===== src/rtl/zero_detect_scheduler_if.sv =====
// Channel-side and detector-side signals of the shared zero-detector scheduler.
// master = channel front-ends plus detector, slave = scheduler.
interface zero_detect_scheduler_if #(
    parameter int unsigned N_CH      = 4,
    parameter int unsigned FRAME_LEN = 8
);
    localparam int unsigned CH_W  = $clog2(N_CH);
    localparam int unsigned CNT_W = $clog2(FRAME_LEN + 1);

    logic [N_CH-1:0]           req;
    logic [N_CH*FRAME_LEN-1:0] data;
    logic [N_CH-1:0]           ack;
    logic                      det_x_in;
    logic                      det_reset;
    logic                      det_y_out;
    logic                      busy;
    logic                      done;
    logic [CH_W-1:0]           done_ch;
    logic [CNT_W-1:0]          zero_cnt;

    modport master (
        output req, data, det_y_out,
        input  ack, det_x_in, det_reset, busy, done, done_ch, zero_cnt
    );

    modport slave (
        input  req, data, det_y_out,
        output ack, det_x_in, det_reset, busy, done, done_ch, zero_cnt
    );
endinterface


===== src/rtl/zero_detect_scheduler.sv =====
// Round-robin scheduler sharing one Mealy zero-detector between N_CH channels:
// grants a channel, clears the detector, streams its word MSB-first and counts y_out pulses.
module zero_detect_scheduler #(
    parameter int unsigned N_CH      = 4,
    parameter int unsigned FRAME_LEN = 8
) (
    input  logic                      clock,
    input  logic                      reset,
    zero_detect_scheduler_if.slave    bus
);
    localparam int unsigned CH_W  = $clog2(N_CH);
    localparam int unsigned CNT_W = $clog2(FRAME_LEN + 1);

    localparam logic [1:0] IDLE   = 2'd0;
    localparam logic [1:0] CLEAR  = 2'd1;
    localparam logic [1:0] SHIFT  = 2'd2;
    localparam logic [1:0] REPORT = 2'd3;

    logic [1:0]           state,      state_nxt;
    logic [FRAME_LEN-1:0] shreg,      shreg_nxt;
    logic [CNT_W-1:0]     bit_idx,    bit_idx_nxt;
    logic [CNT_W-1:0]     acc,        acc_nxt;
    logic [CH_W-1:0]      rr_ptr,     rr_ptr_nxt;
    logic [CH_W-1:0]      cur_ch,     cur_ch_nxt;
    logic [N_CH-1:0]      ack_q,      ack_nxt;
    logic                 det_x_q,    det_x_nxt;
    logic                 det_rst_q,  det_rst_nxt;
    logic                 busy_q,     busy_nxt;
    logic                 done_q,     done_nxt;
    logic [CH_W-1:0]      done_ch_q,  done_ch_nxt;
    logic [CNT_W-1:0]     zero_cnt_q, zero_cnt_nxt;

    logic                 grant_vld;
    logic [CH_W-1:0]      grant_ch;
    logic [FRAME_LEN-1:0] grant_word;

    // First requester at or after rr_ptr, wrapping modulo N_CH.
    always_comb begin
        grant_vld = 1'b0;
        grant_ch  = '0;
        for (int unsigned off = 0; off < N_CH; off++) begin
            if (!grant_vld && bus.req[CH_W'((32'(rr_ptr) + off) % N_CH)]) begin
                grant_vld = 1'b1;
                grant_ch  = CH_W'((32'(rr_ptr) + off) % N_CH);
            end
        end
    end

    assign grant_word = FRAME_LEN'(bus.data >> (32'(grant_ch) * FRAME_LEN));

    always_ff @(posedge clock) begin
        if (!reset) begin
            state      <= IDLE;
            shreg      <= '0;
            bit_idx    <= '0;
            acc        <= '0;
            rr_ptr     <= '0;
            cur_ch     <= '0;
            ack_q      <= '0;
            det_x_q    <= 1'b1;
            det_rst_q  <= 1'b0;
            busy_q     <= 1'b0;
            done_q     <= 1'b0;
            done_ch_q  <= '0;
            zero_cnt_q <= '0;
        end else begin
            state      <= state_nxt;
            shreg      <= shreg_nxt;
            bit_idx    <= bit_idx_nxt;
            acc        <= acc_nxt;
            rr_ptr     <= rr_ptr_nxt;
            cur_ch     <= cur_ch_nxt;
            ack_q      <= ack_nxt;
            det_x_q    <= det_x_nxt;
            det_rst_q  <= det_rst_nxt;
            busy_q     <= busy_nxt;
            done_q     <= done_nxt;
            done_ch_q  <= done_ch_nxt;
            zero_cnt_q <= zero_cnt_nxt;
        end
    end

    // Next state and next registered outputs; ack and done are single-cycle pulses.
    always_comb begin
        state_nxt    = state;
        shreg_nxt    = shreg;
        bit_idx_nxt  = bit_idx;
        acc_nxt      = acc;
        rr_ptr_nxt   = rr_ptr;
        cur_ch_nxt   = cur_ch;
        ack_nxt      = '0;
        det_x_nxt    = det_x_q;
        det_rst_nxt  = det_rst_q;
        busy_nxt     = busy_q;
        done_nxt     = 1'b0;
        done_ch_nxt  = done_ch_q;
        zero_cnt_nxt = zero_cnt_q;

        case (state)
            IDLE: begin
                det_x_nxt   = 1'b1;
                det_rst_nxt = 1'b0;
                if (grant_vld) begin
                    shreg_nxt   = grant_word;
                    cur_ch_nxt  = grant_ch;
                    bit_idx_nxt = '0;
                    acc_nxt     = '0;
                    rr_ptr_nxt  = (grant_ch == CH_W'(N_CH - 1)) ? '0 : grant_ch + 1'b1;
                    ack_nxt     = N_CH'(1) << grant_ch;
                    busy_nxt    = 1'b1;
                    state_nxt   = CLEAR;
                end
            end
            CLEAR: begin
                det_rst_nxt = 1'b1;
                det_x_nxt   = shreg[FRAME_LEN-1];
                shreg_nxt   = {shreg[FRAME_LEN-2:0], 1'b0};
                state_nxt   = SHIFT;
            end
            SHIFT: begin
                acc_nxt = acc + CNT_W'(bus.det_y_out);
                if (bit_idx == CNT_W'(FRAME_LEN - 1)) begin
                    done_nxt     = 1'b1;
                    done_ch_nxt  = cur_ch;
                    zero_cnt_nxt = acc + CNT_W'(bus.det_y_out);
                    det_rst_nxt  = 1'b0;
                    det_x_nxt    = 1'b1;
                    state_nxt    = REPORT;
                end else begin
                    det_x_nxt   = shreg[FRAME_LEN-1];
                    shreg_nxt   = {shreg[FRAME_LEN-2:0], 1'b0};
                    bit_idx_nxt = bit_idx + 1'b1;
                end
            end
            REPORT: begin
                busy_nxt  = 1'b0;
                state_nxt = IDLE;
            end
            default: state_nxt = IDLE;
        endcase
    end

    assign bus.ack       = ack_q;
    assign bus.det_x_in  = det_x_q;
    assign bus.det_reset = det_rst_q;
    assign bus.busy      = busy_q;
    assign bus.done      = done_q;
    assign bus.done_ch   = done_ch_q;
    assign bus.zero_cnt  = zero_cnt_q;
endmodule

===== src/flat_wrapper.sv =====
// flat-port wrapper written by rule: the top's interface ports become plain ports
module zero_detect_scheduler_flat 
#(
    parameter int unsigned N_CH      = 4,
    parameter int unsigned FRAME_LEN = 8
)
  (clock, reset, bus_req, bus_data, bus_det_y_out, bus_ack, bus_det_x_in, bus_det_reset, bus_busy, bus_done, bus_done_ch, bus_zero_cnt);
  zero_detect_scheduler_if #(.N_CH(N_CH), .FRAME_LEN(FRAME_LEN)) bus_i ();
  input  logic clock;
  input  logic reset;
  input wire logic [$bits(bus_i.req)-1:0] bus_req;
  input wire logic [$bits(bus_i.data)-1:0] bus_data;
  input wire logic [$bits(bus_i.det_y_out)-1:0] bus_det_y_out;
  output wire logic [$bits(bus_i.ack)-1:0] bus_ack;
  output wire logic [$bits(bus_i.det_x_in)-1:0] bus_det_x_in;
  output wire logic [$bits(bus_i.det_reset)-1:0] bus_det_reset;
  output wire logic [$bits(bus_i.busy)-1:0] bus_busy;
  output wire logic [$bits(bus_i.done)-1:0] bus_done;
  output wire logic [$bits(bus_i.done_ch)-1:0] bus_done_ch;
  output wire logic [$bits(bus_i.zero_cnt)-1:0] bus_zero_cnt;
  assign bus_i.req = bus_req;
  assign bus_i.data = bus_data;
  assign bus_i.det_y_out = bus_det_y_out;
  assign bus_ack = bus_i.ack;
  assign bus_det_x_in = bus_i.det_x_in;
  assign bus_det_reset = bus_i.det_reset;
  assign bus_busy = bus_i.busy;
  assign bus_done = bus_i.done;
  assign bus_done_ch = bus_i.done_ch;
  assign bus_zero_cnt = bus_i.zero_cnt;
  zero_detect_scheduler #(.N_CH(N_CH), .FRAME_LEN(FRAME_LEN)) u_core (.clock(clock), .reset(reset), .bus(bus_i));
endmodule

===== config.mk =====
export PLATFORM = sky130hd
export DESIGN_NAME = zero_detect_scheduler_flat
export DESIGN_NICKNAME = d
export VERILOG_FILES = /design/src/rtl/zero_detect_scheduler_if.sv /design/src/rtl/zero_detect_scheduler.sv /design/src/flat_wrapper.sv
export SDC_FILE = /design/constraint.sdc
export NUM_CORES = 1
export LEC_CHECK = 0
export BUFFER_PORTS_ARGS = -buffer_cell sky130_fd_sc_hd__buf_2
export CAP_MARGIN = 20
export CORE_MARGIN = 4
export CORE_UTILIZATION = 51
export CTS_CLUSTER_DIAMETER = 40
export DETAILED_ROUTE_END_ITERATION = 8
export PLACE_DENSITY = 0.85
export SYNTH_ARGS = -nofsm -noshare
export SYNTH_HDL_FRONTEND = slang
export SYNTH_SLANG_ARGS = --single-unit

===== constraint.sdc =====
create_clock -name clock -period 2 [get_ports clock]
set_input_delay 0.1 -clock clock [delete_from_list [all_inputs] [get_ports clock]]
set_output_delay 0.1 -clock clock [all_outputs]
set_load 0.02 [all_outputs]

==> metrics.md <==
| Metric | Value |
|---|---|
| CTS tree | `built` |
| Setup Total Neg Slack | `0 ns` |
| WHS Path Cells | `2` |
| Crit end category | `flop` |
| Average vias per placed instance | `5.42` |
| Min cycle time layout | `1.84 ns` |
| Post-Syn Instances | `218` |
| Yosys cell types | `43` |
| Die span in x | `69.3 um` |
| Overall Power | `2620 uW` |
| Clock tree sinks | `36` |
| Final worst slack | `0.162 ns` |
| Register bit total from synthesis | `36` |
| Final wirelength | `4110 um` |
| First-pass GRT wire length | `7050 um` |
| Static leakage | `0.00105 uW` |
| Post-synth EDFFs | `0` |
| Period utilisation layout | `91.9%` |
| First-pass DRT Iterations | `4` |
| Global Route Usage Sum | `17.7%` |
| Count of input and output buffers | `52` |
| Largest net degree at the start of global routing | `34` |
| Gpl congestion | `0.864` |
| CP Max Fanout | `19` |
| Avg WL per Cell | `12.7 um` |
| DIE AREA | `4800 sq um` |
| Worst Hold Slack | `0.229 ns` |
| Setup bufs post-CTS | `0` |
| H-Tree Depth | `2` |
| Row count | `22` |
| Total CTS buffers | `5` |
| Clock Pin Slew Worst Setup and Hold Paths | `0.07 ns` |
| Kind of critical path | `reg -> reg` |
| PostCTS Resize Cnt | `0` |
| Pwr per Cell Area | `1120 nW/um^2` |
| Initial antenna violation count | `0` |
| Congestion Overflow GR | `0` |
| Layout Skew | `0.00561 ns` |
| N_diodes | `0` |
| Post-Syn Area per Cell | `8.79 sq um` |
| FFs w/ async S/R, synth | `0%` |
| Worst r2r path cells | `7` |
| Synth Warn # | `0` |
| Hold_buf cts | `0` |
| Crit path DAT | `2.05 ns` |
| Nets@finish | `324` |
| Final instance area | `2330 sq um` |
| Fin. max-slew vios | `0` |
| Setup violations, final | `0` |
| Share of cells above drive strength 1 | `25.6%` |
| Register area share after synthesis | `37.6%` |
| Worst skew pair latency | `0.28 ns` |
| DR DRC count | `0` |
| Synth Flop Type | `dfxtp_1` |
| Die Y | `69.3 um` |
| Max-slew headroom | `66.9%` |
| Pre-CTS WS | `0.164 ns` |
| Max frequency | `0.544 GHz` |
| Mapped Nets | `265` |
| # IOs | `53` |
| Peak VDD IR | `651 uV` |
| Crit path launch type | `flop` |
| Final hold viol count | `0` |
| RSZ-0062 raised after global routing | `no` |
| Hpwl dp | `3080 um` |
| DR iter-0 viols | `129` |
| Synth-to-layout area growth | `21.8%` |
| Max Root-Sink Buffers | `2` |
| Max-cap violations | `0` |
| Worst-Margin Slew | `0.497 ns` |
| Post-DP Area | `2250 sq um` |
| Post-route ant nets | `0` |
| HP Class | `in -> reg` |
| Worst Path Required | `2.21 ns` |
| Number of global-route vias before repair | `1,698` |
| CTS root buf | `clkbuf_8` |
| Core Area | `3630 sq um` |
| Status | `finished, final reports clean` |
| Initial Util | `52.7%` |
| Cell area after synthesis | `1920 sq um` |
| Vias | `1,760` |
-- per-stage QoR --
stage                     utilization [%]  std cells
final                                64.2        325
after global routing                 64.2        325
after CTS                            64.2        325
after detailed placement             62.1        318
after global placement               62.1        318
after floorplan                         -        218
-- power by group --
group          internal, uW  switching, uW
Combinational           532            634
Clock                   236            240
Sequential              875            101
-- critical path: stages, from the launching register on --
cell and delay [ns]:
dfxtp_1 0.39, nand2_1 0.07, a311o_1 0.36, and2_1 0.16, buf_4 0.22, mux2i_1 0.15
mux2_2 0.26, o22ai_1 0.16
-- flip-flops by register name (all words and copies together), names as in the netlist, 2 cells and up --
| register | cells |
|---|---|
| u_core.state | 2 |
| u_core.bus.done_ch | 2 |
| u_core.rr_ptr | 2 |
| u_core.acc | 4 |
| u_core.bus.ack | 4 |
| u_core.cur_ch | 2 |
| u_core.bus.zero_cnt | 4 |
| u_core.bit_idx | 4 |
| u_core.shreg | 8 |
-- final timing paths --
check             slack (ns)              startpoint                endpoint
setup / recovery        0.16        u_core.rr_ptr[1]         u_core.shreg[0]
hold / removal          0.23                   reset     u_core.bus.det_x_in
setup reg to reg        0.16        u_core.rr_ptr[1]         u_core.shreg[0]
hold reg to reg         0.46  u_core.bus.zero_cnt[1]  u_core.bus.zero_cnt[1]
-- metal layers --
layer,up-vias,global-route usage (%),share of wire (%)
met5,-,0,0
met4,0,7.81,2.2
met3,12,3.33,4.4
met2,42,32.0,50
met1,803,20.1,43
li1,903,-,-
-- cell families (layout without fill, tap and decap cells) --
logic type,Yosys count,after routing,share of synthesized area (%)
fa+ha+maj,8,8,5.23
xor+xnor,4,4,1.83
simple gates,81,81,21.1
mux,21,21,11.2
flops,36,36,37.6
buf+inv,14,73,3.53
compound gates,54,54,19.5
-- layout make-up --
| class | instances | area, sq um |
|---|---|---|
| fill | 324 | 1300 |
| multi-input combinational | 168 | 1130 |
| sequential | 36 | 721 |
| timing repair buffer | 61 | 328 |
| clock buffer | 6 | 72.6 |
| tap | 48 | 60.1 |
| inverter | 5 | 18.8 |
| clock inverter | 1 | 5.00 |
-- cells in the final DEF, fill, tap and decap left out, drive strengths merged, types with 6 or more instances in the layout --
master  synthesis  routed
a21oi           8       8
a31oi           7       7
buf             2      61
clkbuf          7       6
dfxtp          36      36
ha              8       8
mux2i          20      20
nand2          33      33
nor2            7       7
nor2b          12      12
nor3            6       6
o21ai          12      12
o22a            7       7
-- cells in the mapped netlist (all sizes together) (2+ instances only) --
| library cell | instances | area, sq um |
|---|---|---|
| xor2 | 3 | 26.3 |
| o211a | 3 | 30.0 |
| nand3 | 5 | 25.0 |
| nand3b | 2 | 15.0 |
| a21boi | 5 | 37.5 |
| nand2b | 4 | 25.0 |
| a31oi | 7 | 43.8 |
| a21oi | 8 | 40.0 |
| nor3 | 6 | 35.0 |
| clkbuf | 7 | 26.3 |
| a2bb2oi | 2 | 17.5 |
| nor2b | 12 | 75.1 |
| nand2 | 33 | 124 |
| mux2i | 20 | 204 |
| o21ai | 12 | 60.1 |
| and2 | 4 | 25.0 |
| ha | 8 | 100 |
| dfxtp | 36 | 721 |
| a22oi | 2 | 15.0 |
| nor2 | 7 | 26.3 |
| inv | 5 | 18.8 |
| o22a | 7 | 61.3 |
| nand4 | 2 | 12.5 |
| a32oi | 2 | 17.5 |
| buf | 2 | 22.5 |
Power figures use the tool's default switching activity.
